--- src/rtl/rr_arb_pkg.sv ---
// Shared constants, FSM state type and one-hot helper for the 4-channel
// round-robin select arbiter.
package rr_arb_pkg;

    localparam int NUM_CH = 4;
    localparam int SEL_W  = 2;

    typedef enum logic {
        IDLE  = 1'b0,
        GRANT = 1'b1
    } state_e;

    function automatic logic [NUM_CH-1:0] onehot4(input logic [SEL_W-1:0] idx);
        logic [NUM_CH-1:0] v;
        v      = '0;
        v[idx] = 1'b1;
        return v;
    endfunction

endpackage

--- src/rtl/rr_pick4.sv ---
// Combinational round-robin pick: first requester at or after ptr, wrapping
// modulo 4. Rotate, priority-encode, un-rotate.
module rr_pick4
    import rr_arb_pkg::*;
(
    input  logic [NUM_CH-1:0] req,
    input  logic [SEL_W-1:0]  ptr,
    output logic              found,
    output logic [SEL_W-1:0]  idx
);

    logic [2*NUM_CH-1:0] dbl;
    logic [NUM_CH-1:0]   rot;
    logic [SEL_W-1:0]    off;

    // NOTE: every always_comb output gets a default first, so no path can infer a latch.
    always_comb begin
        dbl = {req, req} >> ptr;
        rot = dbl[NUM_CH-1:0];
        off = '0;
        if (rot[0])      off = 2'd0;
        else if (rot[1]) off = 2'd1;
        else if (rot[2]) off = 2'd2;
        else if (rot[3]) off = 2'd3;
    end

    assign found = |req;
    assign idx   = ptr + off;

endmodule

--- src/rtl/rr_sel_arbiter4.sv ---
// Four-channel round-robin arbiter with burst hold; drives the {s1,s0} select
// of a downstream 4:1 mux plus a valid/ready beat handshake.
module rr_sel_arbiter4
    import rr_arb_pkg::*;
#(
    parameter int BURST = 4,
    parameter int CNT_W = (BURST > 1) ? $clog2(BURST) : 1
) (
    input  logic              clk,
    input  logic              rst,
    input  logic [NUM_CH-1:0] req,
    input  logic              out_ready,
    output logic [SEL_W-1:0]  sel,
    output logic [NUM_CH-1:0] gnt,
    output logic              out_valid,
    output logic [CNT_W-1:0]  beat_cnt
);

    state_e            state_q, state_d;
    logic [SEL_W-1:0]  sel_q, sel_d;
    logic [SEL_W-1:0]  ptr_q, ptr_d;
    logic [NUM_CH-1:0] gnt_q, gnt_d;
    logic [CNT_W-1:0]  cnt_q, cnt_d;

    logic              busy, xfer, last_beat, rel;
    logic [SEL_W-1:0]  pick_ptr, pick_idx;
    logic              pick_found;

    assign busy      = (state_q == GRANT);
    assign out_valid = busy & req[sel_q];
    assign xfer      = out_valid & out_ready;
    assign last_beat = (cnt_q == CNT_W'(BURST - 1));
    // A dropped request releases without a transfer since out_valid is already low.
    assign rel       = busy & ((xfer & last_beat) | ~req[sel_q]);
    assign pick_ptr  = rel ? sel_q + 2'd1 : ptr_q;

    rr_pick4 u_pick (
        .req   (req),
        .ptr   (pick_ptr),
        .found (pick_found),
        .idx   (pick_idx)
    );

    always_comb begin
        state_d = state_q;
        sel_d   = sel_q;
        gnt_d   = gnt_q;
        cnt_d   = cnt_q;
        ptr_d   = ptr_q;
        case (state_q)
            IDLE: begin
                gnt_d = '0;
                if (pick_found) begin
                    state_d = GRANT;
                    sel_d   = pick_idx;
                    gnt_d   = onehot4(pick_idx);
                    cnt_d   = '0;
                end
            end
            GRANT: begin
                if (rel) begin
                    ptr_d = sel_q + 2'd1;
                    cnt_d = '0;
                    if (pick_found) begin
                        sel_d = pick_idx;
                        gnt_d = onehot4(pick_idx);
                    end else begin
                        state_d = IDLE;
                        gnt_d   = '0;
                    end
                end else if (xfer) begin
                    cnt_d = cnt_q + CNT_W'(1);
                end
            end
            default: begin
                state_d = IDLE;
                gnt_d   = '0;
                cnt_d   = '0;
            end
        endcase
    end

    // NOTE: sequential state uses non-blocking assignments so all flops update together.
    always_ff @(posedge clk or posedge rst) begin
        if (rst) begin
            state_q <= IDLE;
            sel_q   <= '0;
            gnt_q   <= '0;
            cnt_q   <= '0;
            ptr_q   <= '0;
        end else begin
            state_q <= state_d;
            sel_q   <= sel_d;
            gnt_q   <= gnt_d;
            cnt_q   <= cnt_d;
            ptr_q   <= ptr_d;
        end
    end

    assign sel      = sel_q;
    assign gnt      = gnt_q;
    assign beat_cnt = cnt_q;

endmodule

--- config.mk ---
export PLATFORM = sky130hd
export DESIGN_NAME = rr_sel_arbiter4
export DESIGN_NICKNAME = d
export VERILOG_FILES = /design/src/rtl/rr_arb_pkg.sv /design/src/rtl/rr_pick4.sv /design/src/rtl/rr_sel_arbiter4.sv
export SDC_FILE = /design/constraint.sdc
export NUM_CORES = 1
export LEC_CHECK = 0
export CELL_PAD_IN_SITES_DETAIL_PLACEMENT = 1
export CELL_PAD_IN_SITES_GLOBAL_PLACEMENT = 1
export CORE_ASPECT_RATIO = 1.25
export CORE_MARGIN = 2
export CORE_UTILIZATION = 37
export DETAILED_ROUTE_END_ITERATION = 8
export PLACE_DENSITY_LB_ADDON = 0.12
export SYNTH_ARGS = -nofsm -noshare
export SYNTH_HDL_FRONTEND = slang
export SYNTH_HIERARCHICAL = 1
export SYNTH_SLANG_ARGS = --single-unit
--- constraint.sdc ---
create_clock -name clk -period 3.4 [get_ports clk]
set_input_delay 0.51 -clock clk [delete_from_list [all_inputs] [get_ports clk]]
set_output_delay 0.51 -clock clk [all_outputs]
set_load 0.02 [all_outputs]
=== Yosys cells after proc, flatten, opt, wreduce, memory -nomap -nowiden ===
Index checks and enable logic that the tools add are counted.

* Add/sub/neg operators: 3
* Multipliers: 0
* Div/mod/pow operators: 0
* $lt $le $gt $ge: 3
* Eq/ne operators: 4
* Shifts and indexed selects: 1
* Multiplexer cells: 22
* Bitwise logic cells: 7
* Reduce and logical (&&, ||, !) cells: 3

{| class="wikitable"
|+ Operator list
! operator !! number
|-
| $mux 2 || 10
|-
| $mux 4 || 2
|-
| $pmux 2 s2 || 2
|-
| $pmux 4 s2 || 1
|-
| $shr 8x2->4 || 1
|-
| $lt 2x3->1 const B || 2
|-
| $add 2x1->2 const B || 2
|-
| $and 1x1->1 || 4
|-
| $mux 1 || 4
|-
| $reduce_or 4->1 || 1
|-
| $ne 3x1->1 const B || 1
|-
| $add 2x2->2 || 1
|-
| $bmux 1 s2 || 1
|-
| $demux 1 s2 || 1
|-
| $eq 2x2->1 const B || 1
|-
| $ge 2x1->1 const B || 1
|-
| $ne 2x1->1 const B || 1
|-
| $ne 2x2->1 const B || 1
|-
| $not 1->1 || 2
|-
| $pmux 1 s2 || 1
|-
| $reduce_and 2->1 || 1
|-
| $logic_and 1x1->1 || 1
|-
| $or 1x1->1 || 1
|}

* Flip-flop bits (word level): 11
* Latch bits: 0
* RAM bits: 0
* ROM bits: 0
* Output and inout port bits: 9
* Word-level logic and storage cells: 48
* Memories: 0

=== Depth between registers and ports, before layout ===
Gate-level depths: netlist of run 1.

* Depth after elaboration: 21
* Mapped depth: 14
* Mapped depth without buffers: 13

=== Cells and area by module ===
Netlist of run 1, hierarchy kept.

{| class="wikitable"
|+ By module, submodules not included
! module !! instances !! cells each !! area an instance (um^2) !! seq. area each (um^2)
|-
| rr_sel_arbiter4 || 1 || 47 || 581.8 || 275.3
|-
| rr_pick4 || 1 || 27 || 178.9 || 0.0
|}

=== Worst setup path after synthesis of run 1 ===
Ideal clock, no wire load.

* Kind: register -> register
* From: reg sel_q[0] (netlist: sel[0])
* To: reg gnt_q[3] (netlist: gnt[3])
* Setup time: 125 ps
* Arrival: 3006 ps
* Required time: 3275 ps
* Slack: 269 ps
* Stages on the path, launching flop included: 14
* Path buffers: 1
* Path through: dfrtp_1 -> mux4_2 -> a21boi_4 -> mux2i_1 -> buf_4 -> nand2_1 -> nor2_1 -> o21ai_0 -> o211ai_1 -> ha_1 -> xor2_1 -> xnor2_1 -> and3_1 -> mux2_2

* Longest elaborated chain between the ends: 21
* Elaborated cells between the ends (all ways): 25
* Those cells by class: 2 x add/sub; 2 x order compare; 1 x eq/ne; 1 x shift; 12 x mux; 6 x bitwise; 1 x reduce/logical

{| class="wikitable"
|+ Ends and longest elaborated chain
! item !! line !! source
|-
| from (decl) || rr_sel_arbiter4.sv:20 || <nowiki>logic [SEL_W-1:0] sel_q, sel_d;</nowiki>
|-
| from (signal assigned) || rr_sel_arbiter4.sv:93 || <nowiki>sel_q <= sel_d;</nowiki>
|-
| $bmux 1 s2 || rr_sel_arbiter4.sv:30, rr_sel_arbiter4.sv:34 ||
|-
| $mux 1 (not written as such) || rr_sel_arbiter4.sv:30, rr_sel_arbiter4.sv:34 ||
|-
| $and 1x1->1 || rr_sel_arbiter4.sv:30 || <nowiki>assign out_valid = busy & req[sel_q];</nowiki>
|-
| $and 1x1->1 || rr_sel_arbiter4.sv:31 || <nowiki>assign xfer = out_valid & out_ready;</nowiki>
|-
| $and 1x1->1 || rr_sel_arbiter4.sv:34 || <nowiki>assign rel = busy & ((xfer & last_beat) | ~req[sel_q]);</nowiki>
|-
| $or 1x1->1 || rr_sel_arbiter4.sv:34 ||
|-
| $and 1x1->1 || rr_sel_arbiter4.sv:34 ||
|-
| $mux 2 (*) || - ||
|-
| net pick_ptr[0] || rr_sel_arbiter4.sv:26 || <nowiki>logic [SEL_W-1:0] pick_ptr, pick_idx;</nowiki>
|-
| [... 6 more ...] || - ||
|-
| net pick_idx[1] || rr_sel_arbiter4.sv:26 ||
|-
| $lt 2x3->1 (not written as such) / $ge 2x1->1 (equally long branches) || rr_arb_pkg.sv:16 || <nowiki>v[idx] = 1'b1;</nowiki>
|-
| $logic_and 1x1->1 (not written as such) || rr_arb_pkg.sv:16 ||
|-
| $mux 1 (not written as such) || rr_arb_pkg.sv:16 ||
|-
| $demux 1 s2 (*) || rr_arb_pkg.sv:16 ||
|-
| $mux 4 (*) || rr_sel_arbiter4.sv:53, rr_sel_arbiter4.sv:64 ||
|-
| $mux 4 || rr_sel_arbiter4.sv:61 || <nowiki>if (rel) begin</nowiki>
|-
| $pmux 4 s2 (*) || rr_sel_arbiter4.sv:50 || <nowiki>case (state_q)</nowiki>
|-
| to (signal assigned) || rr_sel_arbiter4.sv:94 || <nowiki>gnt_q <= gnt_d;</nowiki>
|-
| to (decl) || rr_sel_arbiter4.sv:22 || <nowiki>logic [NUM_CH-1:0] gnt_q, gnt_d;</nowiki>
|}

The timed path passes the listed nets; every way through them passes the cells marked *. The select of a mux whose other input is x is not followed.
A chain may end at the register's enable or synchronous reset.

=== Final worst setup path of run 1 ===
* From: in req[3]
* To: reg gnt_q[2] (netlist: gnt[2])

* Longest elaborated chain between the ends: 21
* Elaborated cells between the ends (all ways): 25
* Those cells by class: 1 x add/sub; 2 x order compare; 1 x eq/ne; 1 x shift; 12 x mux; 6 x bitwise; 2 x reduce/logical

{| class="wikitable"
|+ Ends and longest elaborated chain
! item !! line !! source
|-
| from (decl) || rr_sel_arbiter4.sv:11 || <nowiki>input logic [NUM_CH-1:0] req,</nowiki>
|-
| $bmux 1 s2 (*) || rr_sel_arbiter4.sv:30, rr_sel_arbiter4.sv:34 ||
|-
| $mux 1 (not written as such) (*) || rr_sel_arbiter4.sv:30, rr_sel_arbiter4.sv:34 ||
|-
| $and 1x1->1 || rr_sel_arbiter4.sv:30 ||
|-
| $and 1x1->1 || rr_sel_arbiter4.sv:31 ||
|-
| $and 1x1->1 || rr_sel_arbiter4.sv:34 ||
|-
| $or 1x1->1 (*) || rr_sel_arbiter4.sv:34 ||
|-
| $and 1x1->1 (*) || rr_sel_arbiter4.sv:34 ||
|-
| $mux 2 (*) || - ||
|-
| net pick_ptr[0] || rr_sel_arbiter4.sv:26 ||
|-
| [... 6 more ...] || - ||
|-
| net pick_idx[1] || rr_sel_arbiter4.sv:26 ||
|-
| $lt 2x3->1 (not written as such) / $ge 2x1->1 (equally long branches) || rr_arb_pkg.sv:16 ||
|-
| $logic_and 1x1->1 (not written as such) || rr_arb_pkg.sv:16 ||
|-
| $mux 1 (not written as such) || rr_arb_pkg.sv:16 ||
|-
| $demux 1 s2 (*) || rr_arb_pkg.sv:16 ||
|-
| $mux 4 (*) || rr_sel_arbiter4.sv:53, rr_sel_arbiter4.sv:64 ||
|-
| $mux 4 || rr_sel_arbiter4.sv:61 ||
|-
| $pmux 4 s2 (*) || rr_sel_arbiter4.sv:50 ||
|}

Marks and branches as above.

==> results of run 1 <==
-- kinds of logic (layout without fill, tap and decap cells) --
family,Yosys count,in the layout,synth area share
multiplexers,14,14,0.2138
AND/OR/NAND/NOR,26,26,0.1875
adder cells (fa/ha/maj),2,2,0.03289
buffers and inverters,8,39,0.04442
AO/OA/AOI/OAI,10,10,0.1250
XOR/XNOR,3,3,0.03455
flip-flops,11,11,0.3618
-- power groups by stage --
stage / Clock [mW] / Sequential [mW] / Combinational (mW)
global placement: 0 / 0.238 / 0.801
detailed placement: 0 / 0.240 / 0.820
floorplan: 0 / 0.278 / 0.494
CTS: 0.0915 / 0.238 / 0.823
global route: 0.0984 / 0.245 / 1.01
finish: 0.0886 / 0.235 / 0.906
-- metrics by stage --
| stage | setup WS, ps | instance area (um2) | setup TNS [ps] |
|---|---|---|---|
| 6_report | 160.1 | 1099 | 0 |
| 5_1_grt | 0.3364 | 1099 | 0 |
| 4_1_cts | 136.0 | 1045 | 0 |
| 3_5_place_dp | -134.7 | 1018 | -500.6 |
| 3_3_place_gp | -78.73 | 1018 | -254.3 |
| 2_1_floorplan | 269.0 | 760.7 | 0 |
-- cell type report --
type                            count  share of cell area
Clock buffer                        4             0.02392
Inverter                            7             0.02392
Multi-Input combinational cell     55              0.4533
Sequential cell                    11              0.2506
Tap cell                           20             0.02278
Timing Repair Buffer               28              0.2255
-- flip-flops by register name, summed over array words and instances, names as in the netlist --
name,count
sel,2
gnt,4
ptr_q,2
beat_cnt,2
busy,1
-- cells in the final DEF, fill, tap and decap left out, types with 2 or more instances in the layout --
| cell type | Yosys | layout |
|---|---|---|
| nand2_1 | 5 | 5 |
| a31oi_2 | 2 | 2 |
| mux2_1 | 4 | 3 |
| nor3_1 | 3 | 3 |
| nand2b_1 | 2 | 2 |
| inv_1 | 7 | 7 |
| dfrtp_1 | 11 | 11 |
| buf_4 | 1 | 13 |
| nor2_1 | 5 | 4 |
| mux2_2 | 4 | 5 |
| clkdlybuf4s50_1 | 0 | 15 |
| nor3b_1 | 3 | 2 |
| clkbuf_4 | 0 | 3 |
| mux2i_1 | 5 | 5 |
| nand4_1 | 2 | 2 |
-- worst max-delay path: cells and delay by family --
family                   cells  cell delay, ps
buffers and inverters        2             590
multiplexers                 3            1010
XOR/XNOR                     2             340
AO/OA/AOI/OAI                3             510
adder cells (fa/ha/maj)      1             210
AND/OR/NAND/NOR              2             230
-- metal layers --
layer / vias to the layer above / routed length (um) / track usage
met5: - / 0 / 0
met4: 0 / 31 / 0.06566
met3: 4 / 58 / 0.01320
met2: 13 / 926 / 0.2971
met1: 322 / 716 / 0.1822
li1: 332 / - / -
-- what timing repair did --
action                                  CTS  global route
setup buffers                             0             1
endpoints found under the hold margin     0             0
endpoints found under the setup margin    0             4
resized for setup                         0            10
-- synthesized netlist by cell type, drive strengths merged (2+ instances only) --
| library cell | count | area [um2] |
|---|---|---|
| a21oi | 2 | 10.01 |
| dfrtp | 11 | 275.3 |
| mux2i | 5 | 50.05 |
| ha | 2 | 25.02 |
| nor3 | 3 | 15.01 |
| nand2b | 2 | 12.51 |
| a31oi | 3 | 31.28 |
| mux2 | 8 | 90.08 |
| nand2 | 5 | 18.77 |
| nand4 | 2 | 12.51 |
| xor2 | 2 | 17.52 |
| nor3b | 3 | 22.52 |
| nor2 | 5 | 18.77 |
| inv | 7 | 26.28 |
-- how the worst max path moves through the flow --
stage / end / depth (start not counted) / startpoint
global route: gnt[2] / 14 / req[3]
floorplan: gnt[3] / 13 / sel[0]
detailed placement: gnt[3] / 14 / req[3]
CTS: gnt[3] / 14 / req[3]
global placement: gnt[0] / 13 / req[2]
finish: gnt[2] / 13 / req[3]
==> metrics, run 1 <==
status finished clean; TritonCTS clock tree yes; io pins 16; Final Cycle Share 0.9529; final setup violation count 0; final RePlAce weighted congestion 0.9566; path depth of the worst reg2reg path 12; syn_area_per_cell 10.28 um2; FMAX just over 300 MHz; Top FF cell, synth dfrtp_1; RR Startpoint sel[0]; peak supply drop 469.6 uV; Root Driver clkbuf_4; combinational share of power 0.737; first-pass GRT wire length 2835 um; critical-path maximum fanout 8; CP Capture Type flip-flop; # clock sinks 11; netlist area before placement roughly 760 um2; cell area power density between 1000 and 1500 nW/um2; residual DRC count 0; Worst Hold Endpoint ptr_q[1]; Post-Layout Cell Count approximately 130; share of layout cells above drive strength 1 0.3238; Vias ~670; core area 1959 um2; CP Launch Type primary input; width of the chip 44.56 um; part of the power in registers 0.191; crit path time final 3240 ps; Pint 730.9 uW; Clk pwr share 0.072; final net count 115; Fin Hold WS 496.6 ps; Worst EP required between 3000 and 4000 ps; final WL 1732 um; first drt pass iteration count 4; ANT cells 0; cts hold-fix bufs 0; starting density of the core 0.3883; asr flop ratio synth 1.000; Net Sw Power 499.1 uW; die area 2437 um2; Critical Path AT 3400 ps; syn nets 83; register area 275.3 um2; via density per instance 5.368; largest net degree at the start of global routing 12; kind of critical path primary input to flip-flop; H-Tree Depth 1; min-delay src ptr_q[1]; Synthesis Warnings 6; Tightest Pin Transition 417.9 ps; DR WL/cell 13.86 um; Hold Violations, Final 0; worst stage delay on the critical path 530 ps; Hold Path Class flip-flop to flip-flop; fin util 0.5607; Reg2Reg Setup Slack roughly 310 ps; final slew viol count 0; Cells after DPL 120; Max clock buf depth 2; post-synthesis sequential area ratio 0.3618; slowest library cell on the worst path mux4_2; vias in the first global route 667; HPWL Detailed 1460 um; Hold Crit Depth 1; fillers 222; Sw Ratio 0.4058; Cell Rows 18; grt ovf 0; #FFs+latches synth 11; Max-Cap Viols 0; Die Y 54.70 um; Power Total 1.230 mW; All-Layer GR Usage 0.1587; reg2reg end gnt[2]; unique cell type count in the Yosys netlist 30; skew final 4.167 ps; area occupied by multi-input gates about 500 um2; Port Buf Inserts 15; worst rel slew slack 0.7211; LEAKAGE 0.4913 nW; RSZ-0062 raised after global routing yes; post-route ant nets 0; area grow syn2layout 44.41%; clock slew at reported path FFs 70 ps; number of synthesized flops with an enable pin 0; TritonCTS buffer count 3; Iter 0 DRT Violations 4; initial antenna violation count 0; Worst-Skew Late Latency between 200 and 300 ps; Critical Path, Cell by Cell clkdlybuf4s50_1 > mux4_2 > a21boi_4 > mux2i_1 > buf_4 > nor4_1 > a21oi_1 > o211ai_1 > ha_2 > xor2_2 > xnor2_2 > nor3b_2 > mux2_2; Syn Inst Count 74
No activity file was read; power rests on OpenSTA's default activity.
==> run 2: changes to the inputs <==
--- a/config.mk
+++ b/config.mk
@@ -12,6 +12,7 @@
 export CORE_UTILIZATION = 37
 export DETAILED_ROUTE_END_ITERATION = 8
 export PLACE_DENSITY_LB_ADDON = 0.12
+export SKIP_LAST_GASP = 1
 export SYNTH_ARGS = -nofsm -noshare
 export SYNTH_HDL_FRONTEND = slang
 export SYNTH_HIERARCHICAL = 1
==> results of run 2 <==
Same layout as run 1: the final DEF is identical, and so are final timing and power.
